--- src/rtl/cfr_pkg.sv ---
// cfr_pkg: shared types and constants for the CFR peak detector.
// Holds the detector FSM state enum and the sample pipeline depth.
package cfr_pkg;

  typedef enum logic {
    SEARCH = 1'b0,
    HOLD   = 1'b1
  } pk_state_e;

  localparam int PIPE_DEPTH = 3;

endpackage

--- src/rtl/cdc_array_single.sv ---
// cdc_array_single: 2-FF synchronizer for a quasi-static bus.
// Ports: clk, rst_n, d_i (async input), q_o (synchronized).
module cdc_array_single #(
  parameter int WIDTH = 1
) (
  input  logic             clk,
  input  logic             rst_n,
  input  logic [WIDTH-1:0] d_i,
  output logic [WIDTH-1:0] q_o
);

  logic [WIDTH-1:0] meta_q;
  logic [WIDTH-1:0] sync_q;

  always_ff @(posedge clk or negedge rst_n) begin
    if (!rst_n) begin
      meta_q <= '0;
      sync_q <= '0;
    end else begin
      meta_q <= d_i;
      sync_q <= meta_q;
    end
  end

  assign q_o = sync_q;

endmodule

--- src/rtl/cfr_power_calc.sv ---
// cfr_power_calc: two-stage I^2+Q^2 pipeline, advancing on en_i.
// Ports: clk, rst_n, en_i, i_i/q_i (signed samples), pwr_o (unsigned power).
module cfr_power_calc #(
  parameter int DATA_WIDTH = 16
) (
  input  logic                    clk,
  input  logic                    rst_n,
  input  logic                    en_i,
  input  logic [DATA_WIDTH-1:0]   i_i,
  input  logic [DATA_WIDTH-1:0]   q_i,
  output logic [2*DATA_WIDTH-1:0] pwr_o
);

  localparam int PW = 2 * DATA_WIDTH;

  logic [PW-1:0] i_ext;
  logic [PW-1:0] q_ext;
  logic [PW-1:0] ii_d;
  logic [PW-1:0] qq_d;
  logic [PW-1:0] ii_q;
  logic [PW-1:0] qq_q;
  logic [PW-1:0] pwr_q;

  assign i_ext = {{DATA_WIDTH{i_i[DATA_WIDTH-1]}}, i_i};
  assign q_ext = {{DATA_WIDTH{q_i[DATA_WIDTH-1]}}, q_i};

  // Low PW bits of the sign-extended product are the exact square.
  assign ii_d = i_ext * i_ext;
  assign qq_d = q_ext * q_ext;

  always_ff @(posedge clk or negedge rst_n) begin
    if (!rst_n) begin
      ii_q  <= '0;
      qq_q  <= '0;
      pwr_q <= '0;
    end else if (en_i) begin
      ii_q  <= ii_d;
      qq_q  <= qq_d;
      pwr_q <= ii_q + qq_q;
    end
  end

  assign pwr_o = pwr_q;

endmodule

--- src/rtl/cfr_peak_detect.sv ---
// cfr_peak_detect: flags local power maxima above a threshold with holdoff.
// Ports: I/Q in/out with valid, peak_flag, peak_power, peak_count, ctrl_*.
module cfr_peak_detect
  import cfr_pkg::*;
#(
  parameter int DATA_WIDTH = 16,
  parameter int HOLDOFF    = 4
) (
  input  logic                    clk,
  input  logic                    rst_n,
  input  logic [DATA_WIDTH-1:0]   data_i_in,
  input  logic [DATA_WIDTH-1:0]   data_q_in,
  input  logic                    data_valid_in,
  output logic [DATA_WIDTH-1:0]   data_i_out,
  output logic [DATA_WIDTH-1:0]   data_q_out,
  output logic                    data_valid_out,
  output logic                    peak_flag,
  output logic [2*DATA_WIDTH-1:0] peak_power,
  output logic [15:0]             peak_count,
  input  logic                    ctrl_enable,
  input  logic [DATA_WIDTH:0]     ctrl_threshold,
  input  logic                    ctrl_count_clear
);

  localparam int PW   = 2 * DATA_WIDTH;
  localparam int TW   = PW + 2;
  localparam int PC_W = $clog2(PIPE_DEPTH + 1);
  localparam logic [PC_W-1:0] PRIMED  = PC_W'(PIPE_DEPTH);
  localparam logic [7:0]      HOLD_LD = 8'(HOLDOFF);

  logic                  en_s;
  logic [DATA_WIDTH:0]   thr_s;
  logic [TW-1:0]         thr_ext;
  logic [TW-1:0]         thr2_q;
  logic [PW-1:0]         pwr;
  logic [PW-1:0]         h1_q;
  logic [PW-1:0]         h2_q;
  logic [DATA_WIDTH-1:0] di_q [PIPE_DEPTH];
  logic [DATA_WIDTH-1:0] dq_q [PIPE_DEPTH];
  logic [PC_W-1:0]       prime_q;
  logic                  primed;
  logic                  adv;
  logic                  cand;
  pk_state_e             state_q;
  pk_state_e             state_d;
  logic [7:0]            hcnt_q;
  logic [7:0]            hcnt_d;
  logic                  flag_d;
  logic [15:0]           cnt_q;
  logic [15:0]           cnt_d;
  logic [DATA_WIDTH-1:0] di_out_q;
  logic [DATA_WIDTH-1:0] dq_out_q;
  logic                  vld_q;
  logic                  flag_q;
  logic [PW-1:0]         pow_q;

  cdc_array_single #(.WIDTH(1)) u_sync_en (
    .clk   (clk),
    .rst_n (rst_n),
    .d_i   (ctrl_enable),
    .q_o   (en_s)
  );

  cdc_array_single #(.WIDTH(DATA_WIDTH + 1)) u_sync_thr (
    .clk   (clk),
    .rst_n (rst_n),
    .d_i   (ctrl_threshold),
    .q_o   (thr_s)
  );

  cfr_power_calc #(.DATA_WIDTH(DATA_WIDTH)) u_pwr (
    .clk   (clk),
    .rst_n (rst_n),
    .en_i  (data_valid_in),
    .i_i   (data_i_in),
    .q_i   (data_q_in),
    .pwr_o (pwr)
  );

  assign thr_ext = TW'(thr_s);
  assign primed  = (prime_q == PRIMED);
  assign adv     = data_valid_in && primed;

  // h1 is the sample leaving now, h2 its predecessor, pwr its successor.
  assign cand = (TW'(h1_q) > thr2_q)
             && (h1_q >= h2_q)
             && (h1_q > pwr);

  always_ff @(posedge clk or negedge rst_n) begin
    if (!rst_n) begin
      for (int k = 0; k < PIPE_DEPTH; k++) begin
        di_q[k] <= '0;
        dq_q[k] <= '0;
      end
      thr2_q   <= '0;
      h1_q     <= '0;
      h2_q     <= '0;
      prime_q  <= '0;
      di_out_q <= '0;
      dq_out_q <= '0;
      pow_q    <= '0;
    end else begin
      thr2_q <= thr_ext * thr_ext;
      if (data_valid_in) begin
        di_q[0] <= data_i_in;
        dq_q[0] <= data_q_in;
        for (int k = 1; k < PIPE_DEPTH; k++) begin
          di_q[k] <= di_q[k-1];
          dq_q[k] <= dq_q[k-1];
        end
        h1_q     <= pwr;
        h2_q     <= h1_q;
        di_out_q <= di_q[PIPE_DEPTH-1];
        dq_out_q <= dq_q[PIPE_DEPTH-1];
        pow_q    <= h1_q;
        if (!primed) prime_q <= prime_q + 1'b1;
      end
    end
  end

  always_comb begin
    state_d = state_q;
    hcnt_d  = hcnt_q;
    flag_d  = 1'b0;
    if (!en_s) begin
      state_d = SEARCH;
      hcnt_d  = '0;
    end else if (adv) begin
      unique case (state_q)
        SEARCH: begin
          if (cand) begin
            flag_d = 1'b1;
            if (HOLD_LD != 8'd0) begin
              state_d = HOLD;
              hcnt_d  = HOLD_LD;
            end
          end
        end
        HOLD: begin
          hcnt_d = hcnt_q - 8'd1;
          if (hcnt_q == 8'd1) state_d = SEARCH;
        end
        default: state_d = SEARCH;
      endcase
    end
  end

  always_comb begin
    cnt_d = cnt_q;
    if (ctrl_count_clear) begin
      cnt_d = '0;
    end else if (flag_d && (cnt_q != 16'hFFFF)) begin
      cnt_d = cnt_q + 16'd1;
    end
  end

  always_ff @(posedge clk or negedge rst_n) begin
    if (!rst_n) begin
      state_q <= SEARCH;
      hcnt_q  <= '0;
      cnt_q   <= '0;
      vld_q   <= 1'b0;
      flag_q  <= 1'b0;
    end else begin
      state_q <= state_d;
      hcnt_q  <= hcnt_d;
      cnt_q   <= cnt_d;
      vld_q   <= adv;
      flag_q  <= flag_d;
    end
  end

  assign data_i_out     = di_out_q;
  assign data_q_out     = dq_out_q;
  assign data_valid_out = vld_q;
  assign peak_flag      = flag_q;
  assign peak_power     = pow_q;
  assign peak_count     = cnt_q;

endmodule

--- config.mk ---
export PLATFORM = sky130hd
export DESIGN_NAME = cfr_peak_detect
export DESIGN_NICKNAME = d
export VERILOG_FILES = /design/src/rtl/cfr_pkg.sv /design/src/rtl/cdc_array_single.sv /design/src/rtl/cfr_power_calc.sv /design/src/rtl/cfr_peak_detect.sv
export SDC_FILE = /design/constraint.sdc
export NUM_CORES = 2
export LEC_CHECK = 0
export BUFFER_PORTS_ARGS = -buffer_cell sky130_fd_sc_hd__buf_2
export CAP_MARGIN = 20
export CELL_PAD_IN_SITES_DETAIL_PLACEMENT = 0
export CELL_PAD_IN_SITES_GLOBAL_PLACEMENT = 1
export CORE_MARGIN = 4
export CORE_UTILIZATION = 26
export DETAILED_ROUTE_END_ITERATION = 7
export PLACE_DENSITY_LB_ADDON = 0.25
export SETUP_SLACK_MARGIN = 0.02
export SLEW_MARGIN = 20
export SYNTH_ARGS = -nofsm -noshare
export SYNTH_HDL_FRONTEND = slang
export SYNTH_HIERARCHICAL = 1
export SYNTH_SLANG_ARGS = --single-unit
export TNS_END_PERCENT = 100
--- constraint.sdc ---
create_clock -name clk -period 8.86 [get_ports clk]
set_input_delay 0.443 -clock clk [delete_from_list [all_inputs] [get_ports clk]]
set_output_delay 0.443 -clock clk [all_outputs]
set_load 0.01 [all_outputs]
==> results.sh <==
export IMPL_wire_length_of_the_first_global_routing_pass_um=179400
export IMPL_clock_root_buffer="clkbuf_16"
export IMPL_layout_cell_area_non_filler_um2=48670
export IMPL_rsz_0062_raised_after_global_routing="no"
export IMPL_hold_path_class="in -> reg"
export IMPL_cp_slowest_cell="dfrtp_1"
export IMPL_worst_path_max_fanout=17
export IMPL_synthesis_area_um2=43830
export IMPL_setup_cp_type="reg -> reg"
export IMPL_drive_gt1_frac=0.1065
export IMPL_critPathMaxStageDelay_ps=850
export IMPL_drv_max_cap_violation_count=0
export IMPL_gp_congestion=0.7847
export IMPL_htreeDepth=2
export IMPL_critical_path_required_ps=9420
export IMPL_syn_num_nets=5521
export IMPL_postSynth_topFlopCell="dfrtp_1"
export IMPL_cts_inserted_buffers=46
export IMPL_drt_first_iter_violations=1206
export IMPL_synth_seq_area_share=0.2192
export IMPL_startpoint_type="flip-flop"
export IMPL_final_setup_tns_ps=0
export IMPL_slew_viol_final=0
export IMPL_detail_route_first_pass_iterations=8
export IMPL_die_h_um=418.6
export IMPL_fin_worst_skew_ps=48.92
export IMPL_grt_pass1_vias=31880
export IMPL_max_freq_mhz=145.0
export IMPL_worst_path_buf_inv=6
export IMPL_detail_route_antenna_nets=0
export IMPL_finalWorstPathRequiredPeriod_ps=6897
export IMPL_cts_reportedPaths_clkPinSlew_ps=70
export IMPL_timing_worst_slew_pin_value_ps=999.8
export IMPL_synth_async_sr_flop_share=1.000
export IMPL_cts_sink_count=384
export IMPL_rows=150
export IMPL_routed_wl_um=109000
export IMPL_critical_path_cell_chain="nand2_1, fa_1, inv_1, fa_1, inv_1, fa_1, inv_1, fa_1, fa_1, inv_1, fa_1, inv_1, ha_1, and3_1, a221oi_1, o21ai_0, inv_1, o2111ai_1, and3_1, or4_1, nand3_1"
export IMPL_final_nets=5617
export IMPL_drt_drc_violations_left=0
export IMPL_finalCritPeriodShare=0.7785
export IMPL_die_width_um=418.6
export IMPL_aggregate_global_route_resource_usage=0.1286
export IMPL_critPathArrivalTime_ps=7460
export IMPL_io_buffers=135
export IMPL_clockBufferDepth=3
export IMPL_filler_cell_count=17668
export IMPL_final_setup_viol_count=0
export IMPL_hold_viol_final=0
export IMPL_start_util=0.2618
export IMPL_dp_wirelength_um=86850
export IMPL_postSynthCellCount=4387
export IMPL_status="complete, no violations"
export IMPL_drt_wirelength_per_cell_um=16.21
export IMPL_design_portCount=136
export IMPL_critical_path_endpoint_type="flip-flop"
export IMPL_crit_family="adder cells"
export IMPL_grt_max_degree=96
export IMPL_post_dp_cell_area_um2=46910
export IMPL_tritoncts="built"
export IMPL_relSlewSlack=0.3334
export IMPL_via_per_inst=4.291
export IMPL_synth_area_per_cell_um2=9.992
export IMPL_yosys_cell_types_count=90
export IMPL_grt_overflow_total=0
export IMPL_synth_edf_count=0
export IMPL_flow_area_growth_from_synthesis_pct=11.04
export IMPL_clk_lat_worst_skew_ps=630
export IMPL_die_area_um2=175200
export IMPL_synth_yosys_warnings=6
export IMPL_coreArea_um2=167400
export IMPL_vias=28859
export IMPL_grt_antenna_before_repair=1
export IMPL_synth_seq_cells=384
==> state kept, by name (all words and copies together) (netlist names), 16 cells and up <==
name,flops
di_q,48
dq_q,48
thr2_q,33
h1_q,32
peak_power,32
u_pwr/pwr_o,32
u_pwr/ii_q,31
u_pwr/qq_q,31
u_sync_thr/meta_q,17
u_sync_thr/q_o,17
data_i_out,16
data_q_out,16
peak_count,16
==> cells by family (layout without fill, tap and decap cells) <==
group,after synthesis,count (layout),synth area share
buf+inv,1182,1313,0.1019
fa+ha+maj,1080,1080,0.4213
simple gates,879,879,0.09717
compound gates,514,514,0.07827
flops,384,384,0.2192
mux,222,222,0.05697
xor+xnor,126,126,0.02518
other cells,0,4,0
==> synthesized netlist by cell type (all sizes together), types with 5 or more instances <==
cell,number,share of area
a211oi,17,0.0030
nor3,35,0.0040
o21a,24,0.0043
a31o,14,0.0028
a221oi,7,0.0014
a21boi,5,0.00086
or3,22,0.0031
clkbuf,112,0.0098
o22ai,5,0.00071
a21o,84,0.014
and2,138,0.020
xnor2,98,0.020
nor2,139,0.012
nor4,7,0.0011
nand2,347,0.030
xor2,28,0.0056
nand2b,25,0.0036
o211ai,17,0.0030
inv,1061,0.091
buf,8,0.0011
and4,6,0.0013
o21ai,107,0.012
a41oi,5,0.0010
o31ai,21,0.0037
a211o,8,0.0016
nand3,48,0.0055
o311ai,6,0.0012
a21oi,134,0.015
nand4,33,0.0047
and3,24,0.0034
nor2b,25,0.0036
mux2i,5,0.0011
o21bai,9,0.0015
mux2,217,0.056
a31oi,12,0.0022
or2,8,0.0011
dfrtp,384,0.22
a2111oi,5,0.0013
fa,660,0.30
ha,420,0.12
or4,5,0.00086
==> metal layers <==
layer | global-route usage | part of all wire | up-vias
met3 | 0.01305 | 0.022 | 75
met2 | 0.2249 | 0.50 | 258
met4 | 0.02067 | 0.012 | 0
met5 | 0 | 0 | -
li1 | - | - | 13966
met1 | 0.1747 | 0.47 | 14560
==> timing repair <==
item                      CTS  global route
hold buffers               19             0
buffers inserted            0             0
gates resized for setup     0             0
hold endpoints to repair  110             0
==> path summary, 6_finish.rpt <==
kind / cells after the start / to / startpoint / slack [ps]
setup / recovery: 21 / thr2_q[31]$_DFF_PN0_ / u_sync_thr/q_o[10]$_DFF_PN0_ / 1960
hold reg to reg: 0 / u_sync_thr/q_o[11]$_DFF_PN0_ / u_sync_thr/meta_q[11]$_DFF_PN0_ / 350
hold / removal: 2 / peak_count[8]$_DFFE_PN0P_ / ctrl_count_clear / 240
max in group asynchronous: 4 / u_sync_thr/q_o[2]$_DFF_PN0_ / rst_n / 6340
min in group asynchronous: 2 / di_q[41]$_DFFE_PN0P_ / rst_n / 440
setup reg to reg: 21 / thr2_q[31]$_DFF_PN0_ / u_sync_thr/q_o[10]$_DFF_PN0_ / 1960
==> final cells by class <==
type / count / area, µm² / share of cell area
clock inverters: 19 / 251.5 / 0.005167
inverters: 1062 / 3986 / 0.08190
well taps: 2204 / 2758 / 0.05666
multi-input cells: 2821 / 29760 / 0.6114
diodes: 4 / 10.01 / 0.0002057
repair buffers: 168 / 991.0 / 0.02036
clock buffers: 64 / 1309 / 0.02689
flip-flops and latches: 384 / 9609 / 0.1974
==> placed cells by master (no fill, tap or decap), types with 22 or more instances in the layout <==
cell type	instances
dfrtp_1	384
inv_1	1060
nor2b_1	25
xor2_1	28
nand2_1	347
and2_1	138
or3_1	22
a21oi_1	132
nand3_1	48
clkbuf_16	46
a21o_1	81
buf_2	133
nor3_1	35
ha_1	420
o21a_1	23
nor2_1	139
and3_1	24
o21ai_0	102
nand4_1	33
xnor2_1	98
mux2_2	216
nand2b_1	25
fa_1	660
==> metrics by stage <==
| step | util | worst slack (ps) | instances | hold slack [ps] |
|---|---|---|---|---|
| after floorplan | - | 2564 | 4387 | 147.4 |
| after global placement | 0.2802 | 1698 | 6620 | 333.2 |
| after detailed placement | 0.2802 | 1646 | 6620 | 334.7 |
| after CTS | 0.2907 | 1924 | 6722 | 180.7 |
| after global routing | 0.2907 | 1481 | 6722 | 229.6 |
| final | 0.2907 | 1963 | 6726 | 243.0 |
Power is left out: the tool's default activity adds up to more than one toggle a clock period on the data nets, which glitch-free logic cannot reach.
